===== src/rtl/codec_i2s_tx.sv =====
// I2S transmitter: divides clk into BCLK/LRCLK and shifts one captured stereo pair per 32-slot frame.
// Capture to MSB on SDout is 2*BCLK_HALF clks; no backpressure (upstream advances on smpl_cap).
module codec_i2s_tx #(
  parameter int BCLK_HALF = 16
) (
  input  logic        clk,
  input  logic        rst,
  input  logic        en,
  input  logic [15:0] lft_in,
  input  logic [15:0] rht_in,
  output logic        smpl_cap,
  output logic        BCLK,
  output logic        LRCLK,
  output logic        SDout
);

  localparam logic [7:0] DIV_MAX = 8'(BCLK_HALF - 1);

  logic [7:0]  div_cnt;
  logic [4:0]  bit_cnt;
  logic [31:0] sr;
  logic [4:0]  bit_nxt;
  logic        div_wrap;
  logic        fall_evt;

  assign bit_nxt  = bit_cnt + 5'd1;
  assign div_wrap = (div_cnt == DIV_MAX);
  // BCLK is about to go 1->0: the only cycle in which slot state advances
  assign fall_evt = div_wrap && BCLK;

  always_ff @(posedge clk or posedge rst) begin
    if (rst) begin
      div_cnt  <= '0;
      BCLK     <= 1'b0;
      LRCLK    <= 1'b0;
      SDout    <= 1'b0;
      bit_cnt  <= 5'd31;
      sr       <= '0;
      smpl_cap <= 1'b0;
    end else if (!en) begin
      div_cnt  <= '0;
      BCLK     <= 1'b0;
      LRCLK    <= 1'b0;
      SDout    <= 1'b0;
      bit_cnt  <= 5'd31;
      sr       <= '0;
      smpl_cap <= 1'b0;
    end else begin
      smpl_cap <= 1'b0;
      if (div_wrap) begin
        div_cnt <= '0;
        BCLK    <= ~BCLK;
      end else begin
        div_cnt <= div_cnt + 8'd1;
      end
      if (fall_evt) begin
        bit_cnt <= bit_nxt;
        LRCLK   <= bit_nxt[4];
        SDout   <= sr[31];
        // slot 0 still emits the previous frame's rht LSB, so loading here is safe
        if (bit_nxt == 5'd0) begin
          sr       <= {lft_in, rht_in};
          smpl_cap <= 1'b1;
        end else begin
          sr <= {sr[30:0], 1'b0};
        end
      end
    end
  end

endmodule


===== config.mk =====
export PLATFORM = sky130hd
export DESIGN_NAME = codec_i2s_tx
export DESIGN_NICKNAME = d
export VERILOG_FILES = /design/src/rtl/codec_i2s_tx.sv
export SDC_FILE = /design/constraint.sdc
export NUM_CORES = 1
export LEC_CHECK = 0
export BUFFER_PORTS_ARGS = -buffer_cell sky130_fd_sc_hd__buf_2
export CAP_MARGIN = 20
export CORE_AREA = 2 2 75 77
export CTS_CLUSTER_SIZE = 20
export DETAILED_ROUTE_END_ITERATION = 12
export DIE_AREA = 0 0 77 79
export PLACE_DENSITY = 0.68
export SLEW_MARGIN = 20
export SYNTH_ARGS = -nofsm -noshare
export SYNTH_HDL_FRONTEND = slang
export SYNTH_SLANG_ARGS = --single-unit

===== constraint.sdc =====
create_clock -name clk -period 3.4 [get_ports clk]
set_input_delay 1.02 -clock clk [delete_from_list [all_inputs] [get_ports clk]]
set_output_delay 1.02 -clock clk [all_outputs]
set_load 0.005 [all_outputs]

# After elaboration in Yosys (flattened, before gate mapping)

Cells that the tools add are included.
W data, S select, Z words.

Reductions and logical operators: 2
Eq/ne operators: 3
$add $sub $neg: 2
Bitwise gates (word level): 1
Muxes and demuxes: 16

Operators with widths:

| cell                  | number |
|---|---|
| $mux W32              | 3 |
| $mux W8               | 2 |
| $mux W5               | 2 |
| $mux W1               | 9 |
| $add A8 B1 Y8 const B | 1 |
| $eq A8 B4 Y1 const B  | 1 |
| $add A5 B1 Y5 const B | 1 |
| $logic_not A5 Y1      | 1 |
| $ne A2 B1 Y1 const B  | 2 |
| $logic_and A1 B1 Y1   | 1 |
| $not A1 Y1            | 1 |

Output and inout bits: 4
Word-level logic and storage cells: 31
Flip-flop bits (word level): 49

# Longest topological paths before layout

Gate-level depths: netlist of the first run.

Word-level depth: 5
Depth in mapped cells: 7

# Worst setup path before layout of the first run

Ideal clock, no wire load.

Kind: input to register
Start point: in en
End point: reg sr[11]
Buffers on the path: 3
Data required time: 3274 ps
Path slack: 1318 ps
Stages: 7
Arrival time: 1956 ps
Path through: buf_6 -> nand2_1 -> nor3_4 -> and2_4 -> buf_12 -> buf_12 -> a221o_1

Cells in the longest elaborated chain, start to end: 1
Elaborated cells between the ends (all ways): 2
Classes of those cells: 1 x eq/ne; 1 x mux

Ends and longest elaborated chain:

| item                                               | line | source |
|---|---|---|
| start: declaration                                 | 8    | `input logic en,` |
| $ne A2 B1 Y1 (no line) or $mux W32 (tied branches) | -    |  |
| end signal: assignment                             | 62   | `sr <= {lft_in, rht_in};` |
| end signal: assignment                             | 65   | `sr <= {sr[30:0], 1'b0};` |
| end: declaration                                   | 21   | `logic [31:0] sr;` |

Parallel ways exist; a longest one is shown, timed or not.
A chain may end at the register's enable or synchronous reset.

# Final worst setup path of the first run

Start point: reg div_cnt[4]
End point: reg sr[9]

Cells in the longest elaborated chain, start to end: 3

Ends and longest elaborated chain:

| item                     | line | source |
|---|---|---|
| start: declaration       | 19   | `logic [7:0] div_cnt;` |
| start signal: assignment | 54   | `div_cnt <= div_cnt + 8'd1;` |
| $eq A8 B4 Y1             | 27   | `assign div_wrap = (div_cnt == DIV_MAX);` |
| $logic_and A1 B1 Y1      | 29   | `assign fall_evt = div_wrap && BCLK;` |
| $ne A2 B1 Y1 (no line)   | -    |  |

No other way between the ends.

==> impl_metrics.toml, run 1 <==
[grt]
grt_max_degree = 48
grt_pass1_wl_um = 7307
track_usage_pct = 15.23
grt_overflow = 0
antenna_found_initial = 1
first_global_vias = 1550

[worst_setup_path]
reg2reg_to = "sr[9]"
cp.arrival_ps = 2420
critPathCaptureType = "flip-flop"
cp-startpoint = "div_cnt[4]"
crit_family = "simple AND/OR/NAND/NOR gates"
path_cells = "nor4_1 -> nand4_1 -> nor2_2 -> buf_4 -> a221o_1"
ff2ff_setup_slack_ps = 1240
cpPeakStageDelay_ps = 530
endpoint = "sr[9]"
cp_max_fo = 17
crit_slowest_cell = "nor2_2"
required_ps = 3650
cp.depth = 5
start_kind = "flip-flop"
timing.rr.start = "div_cnt[4]"
reg2regPathDepth = 5
criticalPathCategory = "flip-flop to flip-flop"
critPathBufInv = 1

[layout]
diodes = 0
fillers = 523
area_growth_pct = 10.61
drive_gt1_share_pct = 29.68
design_area_mm2 = 0.002530
finalNetCount = 255

[synthesis]
ys_top_cells_by_count = "44 x dfrtp_1, 28 x a221o_1, 24 x and2_0"
synth_cell_types = 30
syn_area_per_cell_um2 = 12.57
ys.flop_type = "dfrtp_1"
seq_area_frac_synth_pct = 53.88
yosysMostFrequentCell = "dfrtp_1"
synth_area_leader_cell = "dfrtp_1"
synth.top_cell.area_share_pct = 48.14
syn_area_mm2 = 0.002287
synthTopCellsByArea = "dfrtp_1 48%, a221o_1 12%, and2_0 6.6%, dfstp_2 5.7%, buf_12 3.5%"
yosys_warnings = 0
netlist_instances = 182
synth_fp_nets = 219
synth_edf_count = 0
synth_seq_cells = 49
async_reset_ff_share_pct = 100.0

[floorplanning]
dieArea_mm2 = 0.006083
core-area_mm2 = 0.005338
rows = 27
initial_core_util_pct = 42.85
die_h_um = 79
top_level_ports = 39
dieWidth_um = 77

[cts]
hold_buffers = 0
cts_tree = "done"
htree_num_levels = 2
cts_sinks = 49
clk_pin_slew_ps = 100
root_buffer = "clkbuf_8"
clock_latency_ps = 310
cts_made_buffers = 5
post_cts_buffers = 0
post_cts_resize_count = 0
cts_buffer_depth = 2

[power]
ir_worst_vdd_uv = 170.9
p_leak_nw = 1.208
powerDensity_mw_per_mm2 = 390.0

[placed_design]
hpwl_um = 2807
globalplace.congestion = 0.7967
io_buffers = 38
placedInstanceArea_mm2 = 0.002439

[sta]
period_share_pct = 63.59
worst_clock_skew_ps = 12.98
tightestPinTransition_ps = 951.4
tns_ps = 0
fmax_ghz = 0.4625
fin_crit_ps = 2162
final_max_slew_viol_count = 0
finalHoldViolCount = 0
rsz0062_at_grt = "false"
finalSetupViolCount = 0
maxSlewHeadroom_pct = 36.48

[run]
max_cap_violations = 0

[outcome]
status = "finished, final reports clean"

[routing]
routed_wl_um = 4339
drtIter0Drc = 97
routedWlPerCell_um = 14.91
vias = 1546
drc = 0
drtPass1Iterations = 4
via_per_inst = 5.313
final_antenna_net_count = 0

[min_path]
min_path_type = "flip-flop to flip-flop"
[cell usage in the layout, fill, tap and decap left out, drive strengths merged]
cell type  count
dfrtp         44
buf           40
and2          36
a221o         31
nor2          10
xor2           6
nand4          5
nand3          5
dfstp          5
clkbuf         5
nand2          4
a21oi          4
xnor2          4
o21ai          3
clkinv         3
and3           2
a22o           2
ha             2
a211o          1
nor4           1
or4            1
nor3           1
o21a           1
o22a           1
inv            1
nor2b          1
[sequential cells by signal, summed over array words and instances, names as in the netlist]
| name | flops |
|---|---|
| BCLK | 1 |
| LRCLK | 1 |
| SDout | 1 |
| bit_cnt | 5 |
| div_cnt | 8 |
| smpl_cap | 1 |
| sr | 32 |
[kinds of logic (layout without fill, tap and decap cells)]
| logic type | count (synthesis) | after routing | share of synthesized area, % |
|---|---|---|---|
| adder cells (fa/ha/maj) | 2 | 2 | 1.094 |
| XOR/XNOR | 10 | 10 | 3.829 |
| buffers and inverters | 12 | 49 | 6.564 |
| AO/OA/AOI/OAI | 43 | 43 | 17.61 |
| flip-flops | 49 | 49 | 53.88 |
| AND/OR/NAND/NOR | 66 | 66 | 17.01 |
[routing by layer]
layer / global-route usage [%] / vias up / routed length, um
li1: - / 744 / -
met1: 20.52 / 755 / 2096
met2: 23.42 / 35 / 1906
met3: 4.659 / 10 / 256
met4: 5.357 / 2 / 66
met5: 0 / - / 13
[worst min path at each step]
stage	startpoint	end	slack [ps]	cells after the start
6_report	div_cnt[0]	div_cnt[0]	460	1
5_1_grt	div_cnt[0]	div_cnt[0]	480	1
4_1_cts	div_cnt[0]	div_cnt[0]	460	1
3_5_place_dp	div_cnt[0]	div_cnt[0]	450	1
3_3_place_gp	div_cnt[0]	div_cnt[0]	440	1
2_1_floorplan	div_cnt[0]	div_cnt[0]	430	1
[power by group]
| group | switching (W) | internal [W] | total, W | leakage [nW] |
|---|---|---|---|---|
| Sequential | 0.00000213 | 0.000585 | 0.000588 | 0.665 |
| Combinational | 0.0000280 | 0.0000185 | 0.0000464 | 0.495 |
| Clock | 0.000206 | 0.000146 | 0.000353 | 0.0481 |
| Total | 0.000236 | 0.000750 | 0.000987 | 1.21 |
[per-stage QoR]
stage | total power (W) | util [%] | cells | hold slack, ps | setup slack (ps)
floorplan | 0.0006225 | - | 182 | 425.1 | 1215
global placement | 0.0006469 | 45.69 | 283 | 442.0 | 959.3
detailed placement | 0.0006471 | 45.69 | 283 | 446.0 | 910.9
CTS | 0.0009971 | 47.40 | 291 | 458.8 | 1251
global route | 0.001034 | 47.40 | 291 | 479.7 | 1074
finish | 0.0009866 | 47.40 | 291 | 455.1 | 1238
[area by class of cell]
class / instances / area [um^2] / area share [%]
Multi-Input combinational cell: 121 / 907.1 / 35.86
Tap cell: 72 / 90.09 / 3.561
Clock inverter: 3 / 22.52 / 0.8902
Clock buffer: 5 / 68.82 / 2.720
Sequential cell: 49 / 1232 / 48.71
Timing Repair Buffer: 40 / 205.2 / 8.111
Inverter: 1 / 3.754 / 0.1484
[worst register-to-register path: cells and delay by family, from the launching register on]
kind | cells | cell delay, ps
compound gates | 1 | 190
buf+inv | 1 | 330
flops | 1 | 450
simple gates | 3 | 1140
(Power assumes the default switching activity.)
==> run 2: changes to the inputs <==
Settings changed: PLACE_DENSITY 0.68 to 0.71.
Clock period 3.4 ns to 1.8 ns, I/O delays scaled along.
==> run 2 against run 1 <==
  * The flow now finishes with violations (negative setup slack)
  * Clock power increased by 130%
  * Die area unchanged
  * Hold slack got worse by 190 ps
  * First-iteration DRC count decreased by 5.2%
  * Final cell count increased by 7.6%
  * Global-route usage increased by 2.0 points
  * Count of clock-buffer cells in the layout increased by 2
  * Flip-flop and latch count unchanged
  * Routed wire length increased by 17%
  * Non-clock buffer count increased by 18
  * Sequential power increased by 89%
  * Largest cell class unchanged
==> impl_metrics.toml, run 2 (synthesis results as in run 1) <==
[layout]
area_growth_pct = 26.20
drive_gt1_share_pct = 45.23
layout_common_cells = "44 x dfrtp_1, 38 x buf_2, 28 x a221o_1"
reg_top3 = "sr (32), div_cnt (8), bit_cnt (5)"
fillers = 481
design_area_mm2 = 0.002887
regMostFlops = "sr"
multi_input_area_mm2 = 0.001037
diodes = 0
largest_reg_flops = 32
finalNetCount = 277
layout_commonest_cell = "dfrtp_1"
register_area_mm2 = 0.001232

[sta]
period_share_pct = 101.5
fmax_ghz = 0.5475
holdWs_ps = 261.8
final_max_slew_viol_count = 0
finalHoldViolCount = 0
tightestPinTransition_ps = 289.7
maxSlewHeadroom_pct = 80.53
tns_ps = -290.6
fin_crit_ps = 1826
worst_clock_skew_ps = 8.215
rsz0062_at_grt = "true"
setup_ws_ps = -26.41
finalSetupViolCount = 24

[worst_setup_path]
crit_family = "simple AND/OR/NAND/NOR gates"
criticalPathCategory = "flip-flop to flip-flop"
cp.depth = 4
path_cells = "or4_4 -> o21a_4 -> and2_4 -> a221o_2"
cp_max_fo = 7
required_ps = 1990
crit_slowest_cell = "or4_4"
critPathBufInv = 0
reg2regPathDepth = 4
start_kind = "flip-flop"
cp.arrival_ps = 2010
critPathCaptureType = "flip-flop"
cpPeakStageDelay_ps = 630

[routing]
via_per_inst = 5.316
routedWlPerCell_um = 16.22
drc = 0
vias = 1664
routed_wl_um = 5078
drtPass1Iterations = 4
final_antenna_net_count = 0
drtIter0Drc = 92

[floorplanning]
die_h_um = 79
top_level_ports = 39
dieWidth_um = 77
initial_core_util_pct = 42.85
rows = 27
core-area_mm2 = 0.005338
dieArea_mm2 = 0.006083

[grt]
grt_pass1_wl_um = 8190
grt_max_degree = 50
antenna_found_initial = 0
first_global_vias = 1685
track_usage_pct = 17.21
grt_overflow = 0

[placed_design]
io_buffers = 38
globalplace.congestion = 0.7972
hpwl_um = 3076
placedInstanceArea_mm2 = 0.002639
post-place-ws_ps = -74.60

[cts]
cts_sinks = 49
cts_made_buffers = 5
hold_buffers = 0
cts_tree = "done"
htree_num_levels = 2
cts_buffer_depth = 2
clock_latency_ps = 300
root_buffer = "clkbuf_8"
clk_pin_slew_ps = 90

[run]
max_cap_violations = 0

[min_path]
min_path_type = "input port to async pin"

[outcome]
violations = "negative setup slack"
status = "finished, violations left"

[power]
powerDensity_mw_per_mm2 = 704.6
ir_worst_vdd_uv = 442.3
p_leak_nw = 1.403
[run 2: worst register-to-register path, cell delays in order, from the launching register on]
cell and delay [ps]:
dfrtp_1 390, or4_4 630, o21a_4 270, and2_4 140
a221o_2 290
[run 2: timing repair]
item                       4_1_cts  5_1_grt
setup endpoints to repair       32       37
pin swaps                        6        8
resized for setup                5       33
cloned                           3        1
setup buffers                    0        1
[run 2: power by group]
part / switching, W / internal [W] / leakage [nW]
clock network: 0.000356 / 0.000453 / 0.0585
registers: 0.00000453 / 0.00111 / 0.665
logic: 0.0000622 / 0.0000523 / 0.679
total: 0.000422 / 0.00161 / 1.40
[run 2: cell type report]
class / count / area share, %
well taps: 72 / 3.121
multi-input cells: 125 / 35.93
flip-flops and latches: 49 / 42.70
clock inverters: 1 / 1.040
clock buffers: 7 / 2.991
repair buffers: 58 / 14.09
inverters: 1 / 0.1300
[run 2: routing by layer]
metal  vias up  GRT usage (%)  wire, um
met2        38          27.02      2403
met3         6          5.455       221
met1       823          23.78      2424
met5         -              0         0
met4         0          3.214        29
li1        797              -         -
[run 2: worst paths after layout]
check / start / end / slack (ps)
max: div_cnt[6] / sr[26] / -30
min: rst / sr[21] / 260
max reg2reg: div_cnt[6] / sr[26] / -30
min reg2reg: div_cnt[0] / div_cnt[0] / 470
max in group asynchronous: rst / bit_cnt[2] / 1250
min in group clk: rht_in[11] / sr[11] / 460
[run 2: through the flow]
stage          instances  total power, W  util (%)
2_1_floorplan        182        0.001176         -
3_3_place_gp         300        0.001232     49.44
3_5_place_dp         300        0.001231     49.44
4_1_cts              311        0.002049     52.44
5_1_grt              313        0.002132     54.08
6_report             313        0.002034     54.08
